===== config.mk =====
export PLATFORM = sky130hd
export DESIGN_NAME = tm1638_sequencer
export DESIGN_NICKNAME = d
export VERILOG_FILES = /design/src/rtl/tm1638_sequencer.sv
export SDC_FILE = /design/constraint.sdc
export NUM_CORES = 1
export LEC_CHECK = 0
export CAP_MARGIN = 20
export CORE_AREA = 2 2 134 136
export CTS_CLUSTER_DIAMETER = 100
export DETAILED_ROUTE_END_ITERATION = 10
export DIE_AREA = 0 0 136 138
export GPL_TIMING_DRIVEN = 0
export PLACE_DENSITY = 0.91
export SETUP_SLACK_MARGIN = 0.5
export SYNTH_ARGS = -nofsm -noshare
export SYNTH_HDL_FRONTEND = slang
export SYNTH_SLANG_ARGS = --single-unit

===== constraint.sdc =====
create_clock -name clk -period 7.5 [get_ports clk]
set_input_delay 0.75 -clock clk [delete_from_list [all_inputs] [get_ports clk]]
set_output_delay 0.75 -clock clk [all_outputs]
set_load 0.005 [all_outputs]

===== src/rtl/tm1638_sequencer.sv =====
// tm1638_sequencer: drives a TM1638 through a generic SPI-style controller,
// sending mode/data/control commands each frame and reading back the key scan.
`default_nettype none

module tm1638_sequencer #(
  parameter int NUM_SELECTS    = 2,
  parameter int CS_INDEX       = 0,
  parameter int POWERUP_CYCLES = 500000,
  parameter int REFRESH_CYCLES = 500000
) (
  input  logic                   clk,
  input  logic                   reset,
  input  logic [7:0]             display_data [16],
  input  logic [2:0]             brightness,
  input  logic                   display_on,
  output logic [31:0]            keys,
  output logic                   keys_valid,
  output logic                   frame_done,
  input  logic                   spi_busy,
  output logic                   spi_activate,
  output logic [NUM_SELECTS-1:0] spi_in_cs,
  output logic [7:0]             spi_out_data [17],
  output logic [4:0]             spi_out_count,
  output logic [2:0]             spi_in_count,
  input  logic [7:0]             spi_in_data [4]
);

  localparam int PW_W = $clog2(POWERUP_CYCLES + 1);
  localparam int FR_W = $clog2(REFRESH_CYCLES + 1);
  localparam logic [NUM_SELECTS-1:0] CS_ONEHOT = NUM_SELECTS'(1) << CS_INDEX;

  typedef enum logic [2:0] {
    S_POWERUP, S_WAIT, S_MODE, S_DATA, S_CTRL, S_READ, S_LATCH
  } state_t;

  state_t                   state_q, next_d;
  logic [PW_W-1:0]          pwr_cnt_q;
  logic [FR_W-1:0]          frame_cnt_q;
  logic                     activate_q, seen_q, launch_d, txn_done_d;
  logic [NUM_SELECTS-1:0]   cs_q;
  logic [7:0]               out_data_q [17];
  logic [7:0]               tx_data_d  [17];
  logic [4:0]               out_cnt_q, tx_out_cnt_d;
  logic [2:0]               in_cnt_q, tx_in_cnt_d;
  logic [31:0]              keys_q;
  logic                     keys_valid_q, frame_done_q;

  // A transaction is finished once busy was seen high and has fallen again.
  assign txn_done_d = seen_q && !activate_q && !spi_busy;

  always_comb begin
    launch_d = 1'b0;
    next_d   = state_q;
    case (state_q)
      S_POWERUP: if (pwr_cnt_q == '0 && !spi_busy) begin launch_d = 1'b1; next_d = S_MODE; end
      S_WAIT:    if (frame_cnt_q == '0 && !spi_busy) begin launch_d = 1'b1; next_d = S_MODE; end
      S_MODE:    if (txn_done_d) begin launch_d = 1'b1; next_d = S_DATA; end
      S_DATA:    if (txn_done_d) begin launch_d = 1'b1; next_d = S_CTRL; end
      S_CTRL:    if (txn_done_d) begin launch_d = 1'b1; next_d = S_READ; end
      S_READ:    if (txn_done_d) next_d = S_LATCH;
      S_LATCH:   next_d = S_WAIT;
      default:   next_d = S_POWERUP;
    endcase
  end

  always_comb begin
    for (int i = 0; i < 17; i++) tx_data_d[i] = 8'h00;
    tx_out_cnt_d = 5'd0;
    tx_in_cnt_d  = 3'd0;
    case (next_d)
      S_MODE: begin tx_data_d[0] = 8'h40; tx_out_cnt_d = 5'd1; end
      S_DATA: begin
        tx_data_d[0] = 8'hC0;
        for (int i = 0; i < 16; i++) tx_data_d[i+1] = display_data[i];
        tx_out_cnt_d = 5'd17;
      end
      S_CTRL: begin tx_data_d[0] = {4'h8, display_on, brightness}; tx_out_cnt_d = 5'd1; end
      S_READ: begin tx_data_d[0] = 8'h42; tx_out_cnt_d = 5'd1; tx_in_cnt_d = 3'd4; end
      default: ;
    endcase
  end

  always_ff @(posedge clk) begin
    if (reset) begin
      state_q      <= S_POWERUP;
      pwr_cnt_q    <= PW_W'(POWERUP_CYCLES);
      frame_cnt_q  <= '0;
      activate_q   <= 1'b0;
      seen_q       <= 1'b0;
      cs_q         <= '0;
      for (int i = 0; i < 17; i++) out_data_q[i] <= 8'h00;
      out_cnt_q    <= 5'd0;
      in_cnt_q     <= 3'd0;
      keys_q       <= 32'd0;
      keys_valid_q <= 1'b0;
      frame_done_q <= 1'b0;
    end else begin
      state_q      <= next_d;
      keys_valid_q <= 1'b0;
      frame_done_q <= 1'b0;
      if (state_q == S_POWERUP && pwr_cnt_q != '0) pwr_cnt_q <= pwr_cnt_q - PW_W'(1);
      // Frame period is measured from one frame start to the next.
      if (launch_d && next_d == S_MODE) frame_cnt_q <= FR_W'(REFRESH_CYCLES - 1);
      else if (frame_cnt_q != '0)       frame_cnt_q <= frame_cnt_q - FR_W'(1);
      if (launch_d) begin
        activate_q <= 1'b1;
        seen_q     <= 1'b0;
        cs_q       <= CS_ONEHOT;
        out_data_q <= tx_data_d;
        out_cnt_q  <= tx_out_cnt_d;
        in_cnt_q   <= tx_in_cnt_d;
      end else if (activate_q && spi_busy) begin
        activate_q <= 1'b0;
        seen_q     <= 1'b1;
        cs_q       <= '0;
      end
      if (state_q == S_READ && next_d == S_LATCH) begin
        keys_q       <= {spi_in_data[3], spi_in_data[2], spi_in_data[1], spi_in_data[0]};
        keys_valid_q <= 1'b1;
        frame_done_q <= 1'b1;
      end
    end
  end

  assign spi_activate  = activate_q;
  assign spi_in_cs     = cs_q;
  assign spi_out_data  = out_data_q;
  assign spi_out_count = out_cnt_q;
  assign spi_in_count  = in_cnt_q;
  assign keys          = keys_q;
  assign keys_valid    = keys_valid_q;
  assign frame_done    = frame_done_q;

endmodule

`default_nettype wire


[Word level (Yosys, flattened, before mapping)]
Cells that the tools add are included.
Word-level totals
  input bits: 167
  register bits: 221
  logic and storage cells: 84
  output and inout port bits: 181
Cells by class
  equal/unequal tests: 11
  add/sub/neg operators: 2
  reduce and logical (&&, ||, !) cells: 21
  mux-type cells: 22
Operators by type and width (count)
  $mux 128: 1
  $logic_not 19->1: 2
  $mux 19: 2
  $reduce_bool 19->1: 2
  $sub 19x1->19 const B: 2
  $pmux 8 s4: 1
  $mux 3: 7
  $pmux 3 s7: 1
  $eq 3x3->1 const B: 6
  $eq 3x2->1 const B: 4
  $pmux 5 s2: 1
  $logic_and 1x1->1: 8
  $mux 1: 8
  $reduce_or 3->1: 2
  $reduce_bool 2->1: 2
  $reduce_or 2->1: 2
  $eq 3x1->1 const B: 1
  $logic_not 3->1: 1
  $pmux 1 s3: 1
  $logic_not 1->1: 2

[Longest topological paths before layout]
  word-level depth: 8
  gate-level depth with buffers: 10
  depth with buffers taken out: 7

[Worst setup path before layout]
No wires, ideal clock.
  path type: reg-to-reg
  from: register frame_cnt_q[0]
  to: register out_data_q, in the netlist spi_out_data[37]
  slack: 4.918 ns
  setup time: 0.117 ns
  stages on the path, launching flop included: 11
  path buffers: 3
  period minus slack after synthesis: 2.582 ns
  data arrival time: 2.466 ns
  path through: dfxtp_1 > inv_1 > ha_1 > or3b_1 > clkbuf_1 > or4_4 > o32ai_4 > nor3_2 > buf_6 > buf_6 > a22o_1
Between the ends
  word-level cells in the longest chain between the ends: 6
RTL lines
  from (decl): line 38  | logic [FR_W-1:0] frame_cnt_q;
  from (signal assigned): line 103  | if (launch_d && next_d == S_MODE) frame_cnt_q <= FR_W'(REFRESH_CYCLES - 1);
  from (signal assigned): line 104  | else if (frame_cnt_q != '0) frame_cnt_q <= frame_cnt_q - FR_W'(1);
  $logic_not 19->1 (*): line 56  | S_WAIT: if (frame_cnt_q == '0 && !spi_busy) begin launch_d = 1'b1; next_d = S_MODE; end
  $logic_and 1x1->1 (*): line 56
  $mux 3: line 56
  $pmux 3 s7: line 54  | case (state_q)
  $eq 3x2->1: line 70  | case (next_d)
  $mux 128: line 70
  to (signal assigned): line 109  | out_data_q <= tx_data_d;
  to (decl): line 41  | logic [7:0] out_data_q [17];
Mark *: on every way between the ends. The rest lies on a longest branch, timed or not.
A chain may end at the register's enable or synchronous reset.

[Final worst setup path]
  from: input port spi_busy
  to: register out_data_q, in the netlist spi_out_data[17]
Between the ends
  word-level cells in the longest chain between the ends: 6
RTL lines
  from (decl): line 19  | input logic spi_busy,
  $logic_not 1->1 (*): line 49, 55, 56
  $logic_and 1x1->1, on equally long branches: line 49, 55, 56
  $mux 3 (tied with other cells): line 60  | S_READ: if (txn_done_d) next_d = S_LATCH;
  $pmux 3 s7: line 54
  $eq 3x2->1: line 70
  $mux 128: line 70
Marks and branches as above.

==> metrics.cfg <==
[floorplan]
initial_core_util_pct=43.0
die_height_um=138
dieArea_um2=18800
die-width_um=136
floorplan.rows=49
coreArea_um2=17500
design.portCount=348

[route]
drt_wl_total_um=27000
vias=7283
first_iter_violations=527
wire_per_inst_um=20.2
drt_drc_violations_left=0
viasPerCell=5.45
dr.pass1.iters=5
antenna_viol_nets_final=0

[cts]
cts_made_buffers=23
cts.clk_slew.worst_paths_ns=0.06
clock_sinks=213
cts_max_level=1
cts-resized-gates=0
insertion_delay_ns=0.51
cts_root_buf=sky130_fd_sc_hd__clkbuf_16
post-cts-setup-buffers=0
cts_hold_repair.buffers=0
clk_path_buf_depth=3
cts_tree=done

[pwr]
post-layout-total-power_uw=2930
pwr-share-seq_pct=41.7
static-leakage-power_uw=0.00444
power_frac_comb_pct=17.7
power.switching_uw=798
share_of_total_power_in_the_clock_network_pct=40.6
intPower_uw=2140
ir_drop_v=0.000184
power.density_cell_area_nw_per_um2=244
switching_power_as_a_share_of_total_power_pct=27.2

[synth]
part_of_the_yosys_area_used_for_sequential_elements_pct=56.6
edff_count_synth=0
ys_types=52
synth_warnings=0
synthDominantAreaCellType=sky130_fd_sc_hd__dfxtp_1
netlist_area_um2=7540
syn_area_per_cell_um2=10.5
synth_top_cell_area_share_pct=56.6
yosys_register_bits=213
synthCells=721
synth_async_sr_flop_share_pct=0
synth_ff_type=sky130_fd_sc_hd__dfxtp_1
ys_top_cells_by_area=sky130_fd_sc_hd__dfxtp_1 (57%), sky130_fd_sc_hd__a22o_1 (15%), sky130_fd_sc_hd__nand2_1 (3.4%)

[grt]
grt_pass1_vias=7268
gr-usage-all-layers_pct=27.7
grt_start_max_net_pins=15
grt_antenna_before_repair=0
grt_first_pass_wirelength_um=40900
grt-ovfl-total=0

[sta]
skew_ns=0.0122
final-setup-viol-count=0
relSlewSlack_pct=51.3
period_needed_ns=3.18
final-max-slew-violation-count=0
max_freq_ghz=0.314
hold_viol=0
timing.setup.tns_ns=0
fin_crit_sh_pct=42.4
worst_slack_ns=4.32
tightest_slew_ns=0.730
grt_setup_unrepaired=no

[placed_design]
io_buffer_count=338
routabilityCongestion=0.874
dp.final_hpwl_um=19300
place_ws_ns=3.87
placed_cells=1295

[hold_path]
class_of_the_tightest_hold_or_removal_check=reg -> reg
whs_path_depth=1
worstHoldStart=spi_out_count[4]$_SDFFE_PP0P_

[setup_path]
critPathMaxFanout=10
crit_type=in -> reg
reg2reg_slack_ns=4.43
end_kind=flop
wp_data_arrival_ns=3.63
startpoint_class=input port
crit_start=spi_busy
worst-endpoint-required_ns=7.95
r2r_cells=9
regToRegStartpoint=frame_cnt_q[0]$_SDFFE_PP0P_

[layout]
layout.cells.most_common_list=sky130_fd_sc_hd__clkdlybuf4s50_1 (338), sky130_fd_sc_hd__dfxtp_1 (213), sky130_fd_sc_hd__a22o_1 (131), sky130_fd_sc_hd__nand2_1 (69), sky130_fd_sc_hd__clkbuf_1 (48)
final-instance-count-excl-fill=1337
layout.cells.most_common=sky130_fd_sc_hd__clkdlybuf4s50_1
post_route_cells_drive_above_1_share_pct=5.69
syn2layout_area_growth_pct=59.6
layout.nets=1262
fillerInstances=1238

[run_status]
result_of_the_run=finished clean

[run]
max_cap_viol_count=0

state kept, by name, summed over array words and instances (netlist names):
register	flops
spi_out_data	134
frame_cnt_q	19
keys	32
spi_out_count	2
frame_done	1
state_q	3
pwr_cnt_q	19
spi_in_count	1
seen_q	1
spi_in_cs	1
per-stage QoR:
step	hold WS [ns]	util (%)	cell area, µm²
floorplan	0.451	-	7570
global placement	0.435	64.1	11200
detailed placement	0.438	64.1	11200
CTS	0.453	68.6	12000
global route	0.474	68.6	12000
finish	0.451	68.6	12000
path summary, 6_finish.rpt:
check,endpoint
setup / recovery,spi_out_data[17]$_SDFFE_PP0P_
hold / removal,spi_out_count[4]$_SDFFE_PP0P_
setup reg to reg,spi_out_data[107]$_SDFFE_PP0P_
hold reg to reg,spi_out_count[4]$_SDFFE_PP0P_
metal layers:
metal  vias up  share of wire [%]  GRT usage [%]
met1      3480                 37           30.6
met5         -                  0              0
met4         0                3.3           9.92
li1       3375                  -              -
met2       367                 49           49.2
met3        61                9.9           9.24
power by group through the flow:
stage / registers [µW] / logic, µW / clock network [µW]
4_1_cts: 1220 / 513 / 1210
2_1_floorplan: 1240 / 342 / 0
3_5_place_dp: 1250 / 508 / 0
5_1_grt: 1230 / 571 / 1260
6_report: 1220 / 519 / 1190
3_3_place_gp: 1240 / 492 / 0
cell families (layout without fill, tap and decap cells):
kind of cell    count (synthesis)  count (layout)  synth area share [%]
buf+inv                        70             449                  4.58
flops                         213             213                  56.6
fa+ha+maj                       4               4                 0.664
compound gates                228             228                  23.4
mux                             3               3                 0.415
simple gates                  182             182                  12.0
xor+xnor                       20              20                  2.32
other cells                     1               9                0.0497
critical path: stages:
cell	delay, ns
sky130_fd_sc_hd__clkdlybuf4s50_1	0.57
sky130_fd_sc_hd__nor3b_2	0.55
sky130_fd_sc_hd__nand2_1	0.16
sky130_fd_sc_hd__nor3_1	0.29
sky130_fd_sc_hd__clkbuf_1	0.54
sky130_fd_sc_hd__clkbuf_1	0.52
sky130_fd_sc_hd__a22o_1	0.25
synthesized netlist by cell type (3+ instances only):
cell	n
sky130_fd_sc_hd__or3_1	8
sky130_fd_sc_hd__o31ai_1	5
sky130_fd_sc_hd__ha_1	4
sky130_fd_sc_hd__o2111ai_1	3
sky130_fd_sc_hd__dfxtp_1	213
sky130_fd_sc_hd__o211ai_1	11
sky130_fd_sc_hd__nor4_1	7
sky130_fd_sc_hd__or2_2	4
sky130_fd_sc_hd__a31oi_1	5
sky130_fd_sc_hd__inv_1	7
sky130_fd_sc_hd__o21ai_0	8
sky130_fd_sc_hd__buf_6	6
sky130_fd_sc_hd__buf_4	10
sky130_fd_sc_hd__xor2_1	17
sky130_fd_sc_hd__xnor2_1	3
sky130_fd_sc_hd__or4_1	10
sky130_fd_sc_hd__nand2_1	69
sky130_fd_sc_hd__nand3_1	10
sky130_fd_sc_hd__nor2_1	30
sky130_fd_sc_hd__nor2b_1	4
sky130_fd_sc_hd__nor3b_1	4
sky130_fd_sc_hd__nor3_1	20
sky130_fd_sc_hd__a21oi_1	47
sky130_fd_sc_hd__nand2b_1	6
sky130_fd_sc_hd__a22o_1	131
sky130_fd_sc_hd__clkbuf_1	45
final cells by class:
type	count	area [µm²]	share of cell area, %
multi-input cells	445	2960	24.6
inverters	7	26.3	0.218
clock buffers	31	656	5.45
plain buffers	63	319	2.65
well taps	229	287	2.38
flip-flops and latches	213	4260	35.4
diodes	1	2.50	0.0208
repair buffers	338	3380	28.1
clock inverters	10	143	1.19
(Power assumes the default switching activity.)
